**src/rtl/config_pkg.sv**
```systemverilog
// Shared configuration-mode constants and types for the sequencer, character generator
// and RTC register file.
package config_pkg;

  localparam logic [2:0] MODE_NORMAL = 3'd0;
  localparam logic [2:0] MODE_HORA   = 3'd1;
  localparam logic [2:0] MODE_FECHA  = 3'd2;
  localparam logic [2:0] MODE_TIMER  = 3'd4;

  localparam logic [1:0] CUR_MAX_HHMMSS = 2'd2;
  localparam logic [1:0] CUR_MAX_FECHA  = 2'd3;

  // Bit positions in the packed button vector.
  localparam int unsigned NUM_BTN    = 5;
  localparam int unsigned BTN_CONFIG = 4;
  localparam int unsigned BTN_LEFT   = 3;
  localparam int unsigned BTN_RIGHT  = 2;
  localparam int unsigned BTN_UP     = 1;
  localparam int unsigned BTN_DOWN   = 0;

  typedef enum logic [1:0] {StNormal, StHora, StFecha, StTimer} mode_state_e;

  typedef enum logic [2:0] {
    PressNone, PressConfig, PressLeft, PressRight, PressUp, PressDown
  } press_e;

  function automatic logic [2:0] mode_code(mode_state_e st);
    logic [2:0] code;
    unique case (st)
      StNormal: code = MODE_NORMAL;
      StHora:   code = MODE_HORA;
      StFecha:  code = MODE_FECHA;
      StTimer:  code = MODE_TIMER;
      default:  code = MODE_NORMAL;
    endcase
    return code;
  endfunction

  function automatic logic [1:0] cursor_max(mode_state_e st);
    return (st == StFecha) ? CUR_MAX_FECHA : CUR_MAX_HHMMSS;
  endfunction

endpackage

```
**src/rtl/config_sequencer_if.sv**
```systemverilog
// Button levels in, mode/cursor/blink/strobe outputs back out.
interface config_sequencer_if;
  logic       btn_config;
  logic       btn_left;
  logic       btn_right;
  logic       btn_up;
  logic       btn_down;
  logic [2:0] config_mode;
  logic [1:0] cursor_location;
  logic       parpadeo;
  logic       inc_pulse;
  logic       dec_pulse;

  modport master (
    output btn_config, btn_left, btn_right, btn_up, btn_down,
    input  config_mode, cursor_location, parpadeo, inc_pulse, dec_pulse
  );

  modport slave (
    input  btn_config, btn_left, btn_right, btn_up, btn_down,
    output config_mode, cursor_location, parpadeo, inc_pulse, dec_pulse
  );
endinterface

```
**src/rtl/button_edge_detect.sv**
```systemverilog
// Registers N debounced button levels and emits registered one-cycle rising-edge strobes.
module button_edge_detect #(
  parameter int unsigned N = 5
) (
  input  logic         clk,
  input  logic         reset,
  input  logic [N-1:0] level,
  output logic [N-1:0] rise
);

  logic [N-1:0] prev_q;
  logic [N-1:0] rise_q;

  // prev resets high so a button held through reset never looks like a press.
  always_ff @(posedge clk) begin
    if (reset) begin
      prev_q <= '1;
      rise_q <= '0;
    end else begin
      prev_q <= level;
      rise_q <= level & ~prev_q;
    end
  end

  assign rise = rise_q;

endmodule

```
**src/rtl/config_sequencer.sv**
```systemverilog
// Configuration-mode sequencer: mode FSM, cursor, blink phase, idle auto-exit and
// increment/decrement strobes for the field under the cursor.
module config_sequencer
  import config_pkg::*;
#(
  parameter int unsigned BLINK_CYCLES = 25_000_000,
  parameter int unsigned IDLE_HALVES  = 20
) (
  input logic               clk,
  input logic               reset,
  config_sequencer_if.slave cfg
);

  localparam int unsigned BLINK_W = (BLINK_CYCLES > 1) ? $clog2(BLINK_CYCLES) : 1;
  localparam int unsigned IDLE_W  = (IDLE_HALVES > 0) ? $clog2(IDLE_HALVES + 1) : 1;
  localparam logic [BLINK_W-1:0] BLINK_LAST = BLINK_W'(BLINK_CYCLES - 1);
  localparam logic [IDLE_W-1:0]  IDLE_LAST  = IDLE_W'(IDLE_HALVES);

  logic [NUM_BTN-1:0] rise;
  mode_state_e        state_q, state_d;
  press_e             press;
  logic               timeout;

  logic [2:0]         mode_q, mode_d;
  logic [1:0]         cursor_q, cursor_d;
  logic [BLINK_W-1:0] blink_q, blink_d;
  logic [IDLE_W-1:0]  idle_q, idle_d;
  logic               parpadeo_q, parpadeo_d;
  logic               inc_q, inc_d;
  logic               dec_q, dec_d;

  button_edge_detect #(
    .N(NUM_BTN)
  ) u_edge (
    .clk  (clk),
    .reset(reset),
    .level({cfg.btn_config, cfg.btn_left, cfg.btn_right, cfg.btn_up, cfg.btn_down}),
    .rise (rise)
  );

  // One accepted press per cycle; in normal mode only config counts.
  always_comb begin
    press = PressNone;
    if (rise[BTN_CONFIG]) begin
      press = PressConfig;
    end else if (state_q != StNormal) begin
      if (rise[BTN_LEFT])       press = PressLeft;
      else if (rise[BTN_RIGHT]) press = PressRight;
      else if (rise[BTN_UP])    press = PressUp;
      else if (rise[BTN_DOWN])  press = PressDown;
    end
  end

  assign timeout = (state_q != StNormal) && (idle_q == IDLE_LAST);

  always_ff @(posedge clk) begin
    if (reset) begin
      state_q    <= StNormal;
      mode_q     <= MODE_NORMAL;
      cursor_q   <= '0;
      blink_q    <= '0;
      idle_q     <= '0;
      parpadeo_q <= 1'b0;
      inc_q      <= 1'b0;
      dec_q      <= 1'b0;
    end else begin
      state_q    <= state_d;
      mode_q     <= mode_d;
      cursor_q   <= cursor_d;
      blink_q    <= blink_d;
      idle_q     <= idle_d;
      parpadeo_q <= parpadeo_d;
      inc_q      <= inc_d;
      dec_q      <= dec_d;
    end
  end

  // A config press coinciding with timeout is a single config step.
  always_comb begin
    state_d = state_q;
    if (press == PressConfig) begin
      unique case (state_q)
        StNormal: state_d = StHora;
        StHora:   state_d = StFecha;
        StFecha:  state_d = StTimer;
        StTimer:  state_d = StNormal;
        default:  state_d = StNormal;
      endcase
    end else if (timeout) begin
      state_d = StNormal;
    end
  end

  always_comb begin
    mode_d     = mode_code(state_d);
    cursor_d   = cursor_q;
    blink_d    = blink_q;
    idle_d     = idle_q;
    parpadeo_d = parpadeo_q;
    inc_d      = 1'b0;
    dec_d      = 1'b0;
    if (state_d == StNormal) begin
      cursor_d   = '0;
      blink_d    = '0;
      idle_d     = '0;
      parpadeo_d = 1'b0;
    end else if (state_d != state_q) begin
      cursor_d   = CUR_MAX_HHMMSS;
      blink_d    = '0;
      idle_d     = '0;
      parpadeo_d = 1'b1;
    end else if (press != PressNone) begin
      blink_d    = '0;
      idle_d     = '0;
      parpadeo_d = 1'b1;
      unique case (press)
        PressLeft:  cursor_d = (cursor_q == cursor_max(state_q)) ? 2'd0 : cursor_q + 2'd1;
        PressRight: cursor_d = (cursor_q == 2'd0) ? cursor_max(state_q) : cursor_q - 2'd1;
        PressUp:    inc_d = 1'b1;
        PressDown:  dec_d = 1'b1;
        default:    ;
      endcase
    end else if (blink_q == BLINK_LAST) begin
      blink_d    = '0;
      parpadeo_d = ~parpadeo_q;
      if (idle_q != IDLE_LAST) idle_d = idle_q + 1'b1;
    end else begin
      blink_d = blink_q + 1'b1;
    end
  end

  assign cfg.config_mode     = mode_q;
  assign cfg.cursor_location = cursor_q;
  assign cfg.parpadeo        = parpadeo_q;
  assign cfg.inc_pulse       = inc_q;
  assign cfg.dec_pulse       = dec_q;

endmodule

```
**src/flat_wrapper.sv**
```systemverilog
// flat-port wrapper written by rule: the top's interface ports become plain ports
module config_sequencer_flat import config_pkg::*;
#(
  parameter int unsigned BLINK_CYCLES = 25_000_000,
  parameter int unsigned IDLE_HALVES  = 20
)
  (clk, reset, cfg_btn_config, cfg_btn_left, cfg_btn_right, cfg_btn_up, cfg_btn_down, cfg_config_mode, cfg_cursor_location, cfg_parpadeo, cfg_inc_pulse, cfg_dec_pulse);
  config_sequencer_if cfg_i ();
  input logic clk;
  input logic reset;
  input wire logic [$bits(cfg_i.btn_config)-1:0] cfg_btn_config;
  input wire logic [$bits(cfg_i.btn_left)-1:0] cfg_btn_left;
  input wire logic [$bits(cfg_i.btn_right)-1:0] cfg_btn_right;
  input wire logic [$bits(cfg_i.btn_up)-1:0] cfg_btn_up;
  input wire logic [$bits(cfg_i.btn_down)-1:0] cfg_btn_down;
  output wire logic [$bits(cfg_i.config_mode)-1:0] cfg_config_mode;
  output wire logic [$bits(cfg_i.cursor_location)-1:0] cfg_cursor_location;
  output wire logic [$bits(cfg_i.parpadeo)-1:0] cfg_parpadeo;
  output wire logic [$bits(cfg_i.inc_pulse)-1:0] cfg_inc_pulse;
  output wire logic [$bits(cfg_i.dec_pulse)-1:0] cfg_dec_pulse;
  assign cfg_i.btn_config = cfg_btn_config;
  assign cfg_i.btn_left = cfg_btn_left;
  assign cfg_i.btn_right = cfg_btn_right;
  assign cfg_i.btn_up = cfg_btn_up;
  assign cfg_i.btn_down = cfg_btn_down;
  assign cfg_config_mode = cfg_i.config_mode;
  assign cfg_cursor_location = cfg_i.cursor_location;
  assign cfg_parpadeo = cfg_i.parpadeo;
  assign cfg_inc_pulse = cfg_i.inc_pulse;
  assign cfg_dec_pulse = cfg_i.dec_pulse;
  config_sequencer #(.BLINK_CYCLES(BLINK_CYCLES), .IDLE_HALVES(IDLE_HALVES)) u_core (.clk(clk), .reset(reset), .cfg(cfg_i));
endmodule
```
**config.mk**
```make
export PLATFORM = sky130hd
export DESIGN_NAME = config_sequencer_flat
export DESIGN_NICKNAME = d
export VERILOG_FILES = /design/src/rtl/config_pkg.sv /design/src/rtl/config_sequencer_if.sv /design/src/rtl/button_edge_detect.sv /design/src/rtl/config_sequencer.sv /design/src/flat_wrapper.sv
export SDC_FILE = /design/constraint.sdc
export NUM_CORES = 1
export LEC_CHECK = 0
export ABC_AREA = 1
export ABC_CLOCK_PERIOD_IN_PS = 2000
export BUFFER_PORTS_ARGS = -buffer_cell sky130_fd_sc_hd__clkbuf_2
export CELL_PAD_IN_SITES_DETAIL_PLACEMENT = 1
export CELL_PAD_IN_SITES_GLOBAL_PLACEMENT = 1
export CORE_MARGIN = 4
export CORE_UTILIZATION = 33
export CTS_CLUSTER_SIZE = 25
export DETAILED_ROUTE_END_ITERATION = 8
export PLACE_DENSITY_LB_ADDON = 0.1
export SLEW_MARGIN = 20
export SYNTH_ARGS = -nofsm -noshare
export SYNTH_HDL_FRONTEND = slang
export SYNTH_SLANG_ARGS = --single-unit
```
**constraint.sdc**
```tcl
create_clock -name clk -period 2 [get_ports clk]
set_clock_uncertainty 0.15 [all_clocks]
set_input_delay 0.4 -clock clk [delete_from_list [all_inputs] [get_ports clk]]
set_output_delay 0.4 -clock clk [all_outputs]
set_load 0.05 [all_outputs]
```
==> metrics.md, run 1 <==
| Metric | Value |
|---|---|
| Final setup TNS | `0 ns` |
| Cell Area, Synth | `between 2000 and 3000 sq um` |
| HPWL after DPL | `between 4 and 5 mm` |
| Die height | `roughly 96 um` |
| Finish-stage setup viols | `0` |
| Die Wd | `slightly below 100 um` |
| Vias/cell | `about 4.5` |
| Min Hold Slack | `roughly 0.11 ns` |
| Clk Latency, worst-skew pair | `approximately 0.31 ns` |
| Final hold violation count | `0` |
| Initial core utilization | `34.6%` |
| Tightest Pin Transition | `0.347 ns` |
| R2R Setup Slk | `just under 0.1 ns` |
| Total power | `1.75 mW` |
| Hold Path Class | `in2reg` |
| Deepest clock path buffer count | `2` |
| Detail Route Antenna Nets | `0` |
| Setup slack at placement | `-0.00647 ns` |
| Sequential share of the synthesized area | `about 39%` |
| Max IR drop VDD | `a little under 0.3 mV` |
| CTS Hold Buffers Added | `0` |
| Worst path bufs/invs | `3` |
| Remaining global-route overflow | `0` |
| Antenna cells | `0` |
| Static Leak | `1.21 nW` |
| Row count | `31` |
| Port Buffers | `14` |
| Critical path data arrival time | `about 2 ns` |
| Mapped Cells | `357` |
| Full die area | `9230 sq um` |
| DR DRC count | `0` |
| Avg WL per Cell | `roughly 13 um` |
| CTS tree | `built` |
| Synth-to-Final Area Change | `22.2%` |
| Slowest CP cell | `dfxtp_4` |
| Mean Syn Cell Area | `~7 sq um` |
| Final net count | `407` |
| Number of global-route vias before repair | `2276` |
| Count leader, synth | `nand2_1` |
| RD Place Congestion | `between 0.7 and 0.8` |
| Ys async rst share | `0%` |
| TritonCTS buffer count | `5` |
| Clock sink total | `50` |
| CTS root buf | `clkbuf_8` |
| Crit path top cell by count | `nand3_4` |
| Antenna violations before repair | `0` |
| IO Pins | `15` |
| Via count | `about 2200` |
| Clock-pin slew on the worst setup and hold paths | `0.11 ns` |
| Cell variety after synth | `27` |
| H-tree lvl count | `2` |
| Tcrit/Tclk final | `a little over nine tenths` |
| Max-cap violation count | `0` |
| Final WL | `roughly 6.3 mm` |
| Top cell type's share of synthesized area | `about two fifths` |
| Number of flops mapped to enable cells by yosys | `0` |
| Placeable core area | `approximately 7400 sq um` |
| Largest net degree at the start of global routing | `26` |
| Critical Path RT | `~2.1 ns` |
| Status | `finished, final reports clean` |
| Drt pass-1 iters | `5` |
| Startpoint Class | `register` |
| Synth area leader | `dfxtp_1` |
| Post-Layout Cell Count | `a little under 500` |
| # fillers | `around 950` |
| Worst slew margin | `about three quarters` |
| Fin. max-slew vios | `0` |
| YS warnings | `0` |
| Crit path capture type | `register` |
| Kind of cell adding the most delay to the critical path | `simple AND/OR/NAND/NOR gates` |
| Fmax | `~530 MHz` |
| Flops & latches, synth | `50` |
| Top cells by area, synth | `dfxtp_1 39%, nand2_1 10%, inv_1 9.1%` |
| Violation count after the first detailed-routing iteration | `35` |
| Main flop type after synthesis | `dfxtp_1` |
| Crit Path Max Fanout | `6` |
| Worst path cell trace | `inv_2 > ha_4 > inv_1 > nand3_4 > nand3_4 > nand3_2 > nand2_2 > nor2_4 > nand4_4 > clkbuf_16 > nor2_1` |
| Critical path class | `reg2reg` |
| Syn nets | `370` |
| Tot GR Track Use | `14.1%` |
| Pwr/cell area | `between 500 and 600 nW/um^2` |
| Top post-synthesis cells by count | `69 x nand2_1, 62 x inv_1, 58 x nor2_1` |
| First-pass GRT wire length | `about 10 mm` |
| Placed instance count | `~480` |
| Post-layout min period | `between 1.5 and 2 ns` |
| Share of layout cells above drive strength 1 | `about 22%` |
| Max stage delay on crit path | `a little under 0.4 ns` |
| Smallest setup slack after layout | `between 0.09 and 0.1 ns` |
==> metal layers <==
layer / global-route usage [%] / part of all wire [%]
met2: 22.8 / 47
met3: 2.89 / 1.9
met1: 19.2 / 51
met4: 3.55 / 0.82
met5: 0 / 0
==> flip-flops by register name, summed over array words and instances, names as in the netlist <==
name                        cells
u_core.cfg.parpadeo             1
u_core.cfg.config_mode          3
u_core.blink_q                 25
u_core.u_edge.rise              5
u_core.u_edge.prev_q            5
u_core.state_q                  2
u_core.cfg.inc_pulse            1
u_core.idle_q                   5
u_core.cfg.cursor_location      2
u_core.cfg.dec_pulse            1
==> area by class of cell <==
cell class	instances	area [sq um]	share of cell area, %
Multi-Input combinational cell	242	1410	45.1
Sequential cell	50	1010	32.1
Timing Repair Buffer	32	256	8.19
Inverter	63	236	7.55
Tap cell	99	124	3.96
Clock buffer	5	68.8	2.20
Clock inverter	3	26.3	0.839
==> path summary, 6_finish.rpt <==
path | start | end | depth (start not counted)
min reg2reg | u_core.u_edge.prev_q[2] | u_core.u_edge.rise[2] | 1
min | cfg_btn_down | u_core.u_edge.prev_q[0] | 3
max reg2reg | u_core.state_q[1] | u_core.blink_q[23] | 11
max | u_core.state_q[1] | u_core.blink_q[23] | 11
==> metrics by stage <==
stage / instance area (sq um) / util, %
floorplan: 2560 / -
global placement: 2810 / 38.0
detailed placement: 2810 / 38.0
CTS: 2910 / 39.3
global route: 3130 / 42.3
finish: 3130 / 42.3
==> cells by family (layout without fill, tap and decap cells) <==
group	Yosys count	count (layout)	synth area share, %
XOR/XNOR	21	21	7.18
AND/OR/NAND/NOR	201	201	37.9
AO/OA/AOI/OAI	14	14	2.78
adder cells (fa/ha/maj)	6	6	2.93
flip-flops	50	50	39.1
buffers and inverters	65	103	10.1
==> where the power goes <==
group          switching [mW]  total [mW]  internal [mW]
Sequential            0.00506        1.01           1.00
Combinational          0.0546      0.0953         0.0408
Clock                   0.384       0.642          0.258
==> repair_timing <==
item,in CTS,in global routing
buffers inserted,0,6
gates resized for setup,1,28
gates cloned,0,3
pin swaps,0,7
hold endpoints to repair,0,0
setup endpoints to repair,24,30
==> cells in the final DEF, fill, tap and decap left out, drive strengths merged, types with 3 or more instances in the layout <==
| cell type | Yosys | layout |
|---|---|---|
| clkbuf | 0 | 21 |
| nand2 | 75 | 75 |
| dfxtp | 50 | 50 |
| or2 | 3 | 3 |
| a21oi | 5 | 5 |
| inv | 63 | 65 |
| ha | 6 | 6 |
| nor2 | 68 | 68 |
| o21ai | 8 | 8 |
| xor2 | 13 | 13 |
| nand4 | 9 | 9 |
| buf | 2 | 16 |
| nand3b | 4 | 4 |
| nor3 | 16 | 16 |
| nand3 | 25 | 25 |
| xnor2 | 8 | 8 |
==> worst min-delay path, stage by stage <==
cell      delay, ns
clkbuf_2       0.07
inv_1          0.04
nand2_1        0.04
(Power assumes the default switching activity.)
==> run 2, diff against run 1 <==
--- a/config.mk
+++ b/config.mk
@@ -5,7 +5,7 @@
 export SDC_FILE = /design/constraint.sdc
 export NUM_CORES = 1
 export LEC_CHECK = 0
-export ABC_AREA = 1
+export ABC_AREA = 0
 export ABC_CLOCK_PERIOD_IN_PS = 2000
 export BUFFER_PORTS_ARGS = -buffer_cell sky130_fd_sc_hd__clkbuf_2
 export CELL_PAD_IN_SITES_DETAIL_PLACEMENT = 1
==> metrics.md, run 2 <==
| Metric | Value |
|---|---|
| Placeable core area | `6420 sq um (-13%)` |
| Antenna cells | `0 (unchanged)` |
| Clk Latency, worst-skew pair | `0.31 ns (about the same)` |
| Placed instance count | `344 (-28%)` |
| Drt pass-1 iters | `4 (-1)` |
| Remaining global-route overflow | `0 (unchanged)` |
| Count leader, synth | `dfxtp_1` |
| CP endpoint | `u_core.blink_q[5]` |
| Synth-to-Final Area Change | `24.3%` |
| Critical path data arrival time | `2.07 ns (+0.07 ns)` |
| Hold Path Class | `in2reg` |
| Number of flops mapped to enable cells by yosys | `0 (unchanged)` |
| TritonCTS buffer count | `5 (unchanged)` |
| Antenna violations before repair | `0 (unchanged)` |
| Final hold violation count | `0 (unchanged)` |
| Reg2Reg Depth | `8 (-3)` |
| Most frequent cells in the layout | `47 x dfxtp_1, 27 x nor2_1, 23 x buf_4` |
| Initial core utilization | `34.2% (-0.32 points)` |
| Cell variety after synth | `44 (+63%)` |
| Top cell type's share of synthesized area | `45.5% (+6.4 points)` |
| Synth area leader | `dfxtp_1` |
| Final net count | `291 (-29%)` |
| YS warnings | `0 (unchanged)` |
| Critical Path RT | `2.11 ns (about the same)` |
| Row count | `29 (-6.5%)` |
| Detail Route Antenna Nets | `0 (unchanged)` |
| Status | `finished, final reports clean` |
| Static Leak | `1.06 nW (-12%)` |
| Largest register FFs | `25 (unchanged)` |
| Startpoint Class | `register` |
| Largest net degree at the start of global routing | `26 (unchanged)` |
| Clock sink total | `50 (unchanged)` |
| Post-Layout Cell Count | `356 (-28%)` |
| Tot GR Track Use | `13.4% (-0.74 points)` |
| Crit path capture type | `register` |
| First-pass GRT wire length | `8.28 mm (-19%)` |
| Vias/cell | `4.85 (+6.8%)` |
| Avg WL per Cell | `13.3 um (+3.2%)` |
| Main flop type after synthesis | `dfxtp_1` |
| Port Buffers | `14 (unchanged)` |
| Share of layout cells above drive strength 1 | `29.0% (+7.0 points)` |
| Worst path cell trace | `inv_4 > ha_4 > a21bo_2 > a221oi_4 > o211ai_1 > nand2b_4 > clkbuf_16 > nor2_1` |
| Top post-synthesis cells by count | `50 x dfxtp_1, 33 x nor2_1, 21 x xor2_1` |
| Footprint of the multi-input gates | `1210 sq um (-15%)` |
| Max stage delay on crit path | `0.39 ns (about the same)` |
| Top cells by area, synth | `dfxtp_1 46%, xor2_1 8.4%, nor2_1 5.6%` |
| Max-cap violation count | `0 (unchanged)` |
| Fmax | `509 MHz (-3.3%)` |
| Deepest clock path buffer count | `2 (unchanged)` |
| Mean Syn Cell Area | `9.24 sq um (+29%)` |
| Slowest CP cell | `dfxtp_4` |
| Via count | `1728 (-23%)` |
| RD Place Congestion | `0.749 (-4.1%)` |
| Cell Area, Synth | `2200 sq um (-14%)` |
| Die height | `89.6 um (-6.7%)` |
| R2R Path Start | `u_core.state_q[1]` |
| Crit Path Max Fanout | `12 (+6)` |
| CTS tree | `built` |
| Max IR drop VDD | `0.354 mV (+22%)` |
| Fin. max-slew vios | `0 (unchanged)` |
| Die Wd | `89.6 um (-6.7%)` |
| Worst slew margin | `57.8% (-19 points)` |
| Largest Register | `u_core.blink_q` |
| CTS root buf | `clkbuf_8` |
| Number of global-route vias before repair | `1785 (-22%)` |
| Pwr/cell area | `615 nW/um^2 (+10%)` |
| Tightest Pin Transition | `0.626 ns (+0.279 ns)` |
| Clock-pin slew on the worst setup and hold paths | `0.10 ns (about the same)` |
| H-tree lvl count | `2 (unchanged)` |
| Sequential share of the synthesized area | `45.5% (+6.4 points)` |
| Syn nets | `251 (-32%)` |
| Tcrit/Tclk final | `98.3% (+3.2 points)` |
| Final WL | `4.72 mm (-26%)` |
| DR DRC count | `0 (unchanged)` |
| CTS Hold Buffers Added | `0 (unchanged)` |
| # fillers | `772 (-18%)` |
| R2R Setup Slk | `0.03 ns (-0.06 ns)` |
| Ys async rst share | `0% (unchanged)` |
| Critical Path Source | `u_core.state_q[1]` |
| RSZ-0062 raised after global routing | `true` |
| Full die area | `8040 sq um (-13%)` |
| Post-layout min period | `1.97 ns (+0.0639 ns)` |
| Final setup TNS | `0 ns (unchanged)` |
| IO Pins | `15 (unchanged)` |
| HPWL after DPL | `3.34 mm (-28%)` |
| Register area | `1010 sq um (+0.13%)` |
| Mapped Cells | `238 (-33%)` |
| Violation count after the first detailed-routing iteration | `52 (+49%)` |
| Critical path class | `reg2reg` |
| Flops & latches, synth | `50 (unchanged)` |
| Most common cell after layout, fill and taps aside | `dfxtp_1` |
| Finish-stage setup viols | `0 (unchanged)` |
| R2R Path End | `u_core.blink_q[5]` |
| Fin util | `42.6% (+0.33 points)` |
## run 2: final cells by class
| cell class | instances | share of cell area (%) |
|---|---|---|
| Clock inverter | 3 | 0.778 |
| Inverter | 8 | 1.28 |
| Timing Repair Buffer | 40 | 10.9 |
| Sequential cell | 50 | 36.8 |
| Clock buffer | 5 | 2.52 |
| Multi-Input combinational cell | 173 | 44.1 |
| Tap cell | 77 | 3.52 |
## run 2: stage by stage
step / total power [mW] / setup WS (ns) / hold WS (ns) / cell area, sq um
after CTS: 1.72 / 0.00528 / 0.114 / 2660
after floorplan: 1.07 / 0.00380 / 0.222 / 2240
final: 1.68 / 0.0334 / 0.130 / 2740
after global routing: 1.77 / -0.0566 / 0.108 / 2740
after global placement: 1.09 / 0.00559 / 0.226 / 2530
after detailed placement: 1.10 / -0.0238 / 0.229 / 2530
## run 2: how the worst min path moves through the flow
stage / cells past startpoint / from / end / slack, ns
after floorplan: 1 / u_core.u_edge.prev_q[4] / u_core.u_edge.rise[4] / 0.22
after global placement: 1 / u_core.u_edge.prev_q[4] / u_core.u_edge.rise[4] / 0.23
after detailed placement: 1 / u_core.u_edge.prev_q[4] / u_core.u_edge.rise[4] / 0.23
after CTS: 2 / cfg_btn_down / u_core.u_edge.prev_q[0] / 0.11
after global routing: 2 / cfg_btn_down / u_core.u_edge.prev_q[0] / 0.11
final: 2 / cfg_btn_down / u_core.u_edge.prev_q[0] / 0.13
## run 2: worst max-delay path, delay by kind of cell (launching register included)
family                     cells  cell delay [ns]
DFF                            1             0.39
buffers and inverters          2             0.23
adders and majority gates      1             0.24
and+or+nand+nor                2             0.29
AOI/OAI and AO/OA              3             0.61
## run 2: logic make-up after synthesis
logic type	count (synthesis)	share of synthesized area [%]
flip-flops	50	45.5
multiplexers	2	0.910
AND/OR/NAND/NOR	112	28.5
AO/OA/AOI/OAI	26	7.34
adder cells (fa/ha/maj)	6	3.41
XOR/XNOR	27	10.8
buffers and inverters	15	3.58
## run 2: power by group
group / total (mW) / leakage [nW] / switching [mW] / internal, mW
sequential: 1.01 / 0.406 / 0.00585 / 1.00
combinational: 0.0676 / 0.610 / 0.0350 / 0.0325
clock: 0.603 / 0.0441 / 0.357 / 0.246
## run 2: layer usage
metal	GRT usage, %	up-vias	part of all wire, %
li1	-	901	-
met1	18.7	805	53
met2	19.5	18	43
met3	3.56	4	2.9
met4	5.28	0	1.3
met5	0	-	0
## run 2: repair_timing
| action | CTS | global route |
|---|---|---|
| pin swaps | 3 | 6 |
| endpoints found under the hold margin | 0 | 0 |
| resized for setup | 2 | 14 |
| cloned | 0 | 1 |
| setup buffers | 3 | 0 |
| setup endpoints to repair | 24 | 32 |
==> run 3, diff against run 2 <==
--- a/config.mk
+++ b/config.mk
@@ -11,7 +11,7 @@
 export CELL_PAD_IN_SITES_DETAIL_PLACEMENT = 1
 export CELL_PAD_IN_SITES_GLOBAL_PLACEMENT = 1
 export CORE_MARGIN = 4
-export CORE_UTILIZATION = 33
+export CORE_UTILIZATION = 46
 export CTS_CLUSTER_SIZE = 25
 export DETAILED_ROUTE_END_ITERATION = 8
 export PLACE_DENSITY_LB_ADDON = 0.1
==> metrics.md, run 3 (same netlist as run 2, synthesis figures left out) <==
| Metric | Value |
|---|---|
| Critical Path RT | `2.04 ns (-0.07 ns)` |
| Final hold violation count | `0 (unchanged)` |
| Smallest setup slack after layout | `-0.0181 ns (-0.0515 ns)` |
| Port Buffers | `14 (unchanged)` |
| R2R Path Start | `u_core.blink_q[9]` |
| Critical path data arrival time | `2.06 ns (about the same)` |
| Final WL | `5.17 mm (+9.5%)` |
| H-tree lvl count | `2 (unchanged)` |
| Crit Path Max Fanout | `4 (-8)` |
| Row count | `24 (-17%)` |
| Status | `finished, violations left` |
| Remaining global-route overflow | `0 (unchanged)` |
| Critical Path Source | `u_core.blink_q[9]` |
| Logic pwr share | `3.9% (about the same)` |
| Clock sink total | `50 (unchanged)` |
| Startpoint Class | `register` |
| Violation count after the first detailed-routing iteration | `66 (+27%)` |
| Die Wd | `77.2 um (-14%)` |
| Placed instance count | `314 (-8.7%)` |
| R2R Path End | `u_core.idle_q[3]` |
| Failing checks | `setup timing` |
| Switch share | `23.5% (-0.15 points)` |
| Largest register FFs | `25 (unchanged)` |
| Clk Latency, worst-skew pair | `0.30 ns (about the same)` |
| First-pass GRT wire length | `8.96 mm (+8.2%)` |
| Die height | `77.2 um (-14%)` |
| Tot GR Track Use | `18.5% (+5.1 points)` |
| Most common cell after layout, fill and taps aside | `dfxtp_1` |
| Max-cap violation count | `0 (unchanged)` |
| Vias/cell | `5.47 (+13%)` |
| Internal | `1.29 mW (+0.30%)` |
| Avg WL per Cell | `16.0 um (+20%)` |
| Post-layout min period | `2.02 ns (+0.0515 ns)` |
| Setup slack at placement | `-0.0394 ns (-0.0156 ns)` |
| Clock-pin slew on the worst setup and hold paths | `0.10 ns (about the same)` |
| R2R Setup Slk | `-0.02 ns (-0.05 ns)` |
| Share of layout cells above drive strength 1 | `27.9% (-1.1 points)` |
| Full die area | `5950 sq um (-26%)` |
| Final net count | `284 (-2.4%)` |
| Tcrit/Tclk final | `101% (+2.6 points)` |
| Antenna cells | `0 (unchanged)` |
| Tightest Pin Transition | `0.477 ns (-0.148 ns)` |
| Fin. max-slew vios | `0 (unchanged)` |
| Largest Register | `u_core.blink_q` |
| DR DRC count | `0 (unchanged)` |
| Max IR drop VDD | `0.565 mV (+59%)` |
| Pwr/cell area | `639 nW/um^2 (+3.9%)` |
| Flop pwr share | `60.1% (about the same)` |
| Worst slew margin | `67.8% (+10 points)` |
| Static Leak | `1.02 nW (-4.1%)` |
| Reg2Reg Depth | `7 (-1)` |
| CP endpoint | `u_core.idle_q[3]` |
| Fmax | `496 MHz (-2.6%)` |
| Clock network fraction of design power | `36.0% (about the same)` |
| Finish-stage setup viols | `1 (+1)` |
| TritonCTS buffer count | `5 (unchanged)` |
| Crit path capture type | `register` |
| Hold Path Class | `in2reg` |
| RSZ-0062 raised after global routing | `true` |
| Drt pass-1 iters | `4 (unchanged)` |
| Sw Pwr | `396 uW (-0.53%)` |
| Largest net degree at the start of global routing | `26 (unchanged)` |
| Antenna violations before repair | `0 (unchanged)` |
| Synth-to-Final Area Change | `19.8%` |
| Initial core utilization | `48.8% (+15 points)` |
| RD Place Congestion | `0.812 (+8.4%)` |
| Number of global-route vias before repair | `1862 (+4.3%)` |
| Post-Layout Cell Count | `324 (-9.0%)` |
| CTS root buf | `clkbuf_8` |
| Min Hold Slack | `0.141 ns (+0.0109 ns)` |
| Most frequent cells in the layout | `47 x dfxtp_1, 25 x nor2_1, 21 x xor2_1` |
| Placeable core area | `4500 sq um (-30%)` |
| Detail Route Antenna Nets | `0 (unchanged)` |
| IO Pins | `15 (unchanged)` |
| Critical path class | `reg2reg` |
| CTS tree | `built` |
| Deepest clock path buffer count | `2 (unchanged)` |
| Via count | `1771 (+2.5%)` |
| HPWL after DPL | `3.57 mm (+6.7%)` |
-- run 3: metrics by stage --
stage	TNS (ns)	area, sq um	total power [mW]	util [%]
after global placement	0	2460	1.09	54.7
final	-0.0181	2640	1.68	58.5
after CTS	0	2580	1.70	57.2
after detailed placement	-0.156	2460	1.10	54.7
after global routing	-2.12	2640	1.76	58.5
after floorplan	0	2240	1.07	-
-- run 3: how the worst min path moves through the flow --
stage / slack, ns / to / cells past startpoint / startpoint
floorplan: 0.22 / u_core.u_edge.rise[4] / 1 / u_core.u_edge.prev_q[4]
global placement: 0.23 / u_core.u_edge.rise[2] / 1 / u_core.u_edge.prev_q[2]
detailed placement: 0.23 / u_core.u_edge.rise[2] / 1 / u_core.u_edge.prev_q[2]
CTS: 0.13 / u_core.u_edge.prev_q[4] / 2 / cfg_btn_config
global route: 0.13 / u_core.u_edge.prev_q[4] / 2 / cfg_btn_config
finish: 0.14 / u_core.u_edge.prev_q[4] / 2 / cfg_btn_config
-- run 3: power groups by stage --
stage | registers (mW) | clock network (mW) | logic, mW
detailed placement | 1.03 | 0 | 0.0618
global placement | 1.03 | 0 | 0.0599
global route | 1.01 | 0.676 | 0.0737
floorplan | 1.04 | 0 | 0.0362
finish | 1.01 | 0.606 | 0.0656
CTS | 1.01 | 0.627 | 0.0629
-- run 3: per-layer routing --
metal	track usage, %	part of all wire [%]
met1	25.1	48
met2	29.6	47
met3	3.51	3.3
met4	5.69	1.2
met5	0	0
-- run 3: final cells by class --
cell class | count | area, sq um
clock inverter | 3 | 25.0
tap | 52 | 65.1
sequential | 50 | 1010
clock buffer | 5 | 68.8
inverter | 8 | 35.0
timing repair buffer | 33 | 225
fill | 525 | 1870
multi-input combinational | 173 | 1210
-- run 3: critical path, stage by stage, from the launching register on --
cell and delay (ns):
dfxtp_2 0.33, or4b_4 0.54, nor4_4 0.22, buf_4 0.19
nand3b_4 0.08, buf_4 0.16, o21ai_0 0.15, a21oi_1 0.08
-- run 3: repair_timing --
item / in CTS / in global routing
gates resized for setup: 2 / 14
setup endpoints to repair: 24 / 34
hold buffers: 0 / 0
setup buffers: 1 / 1
pin swaps: 2 / 5
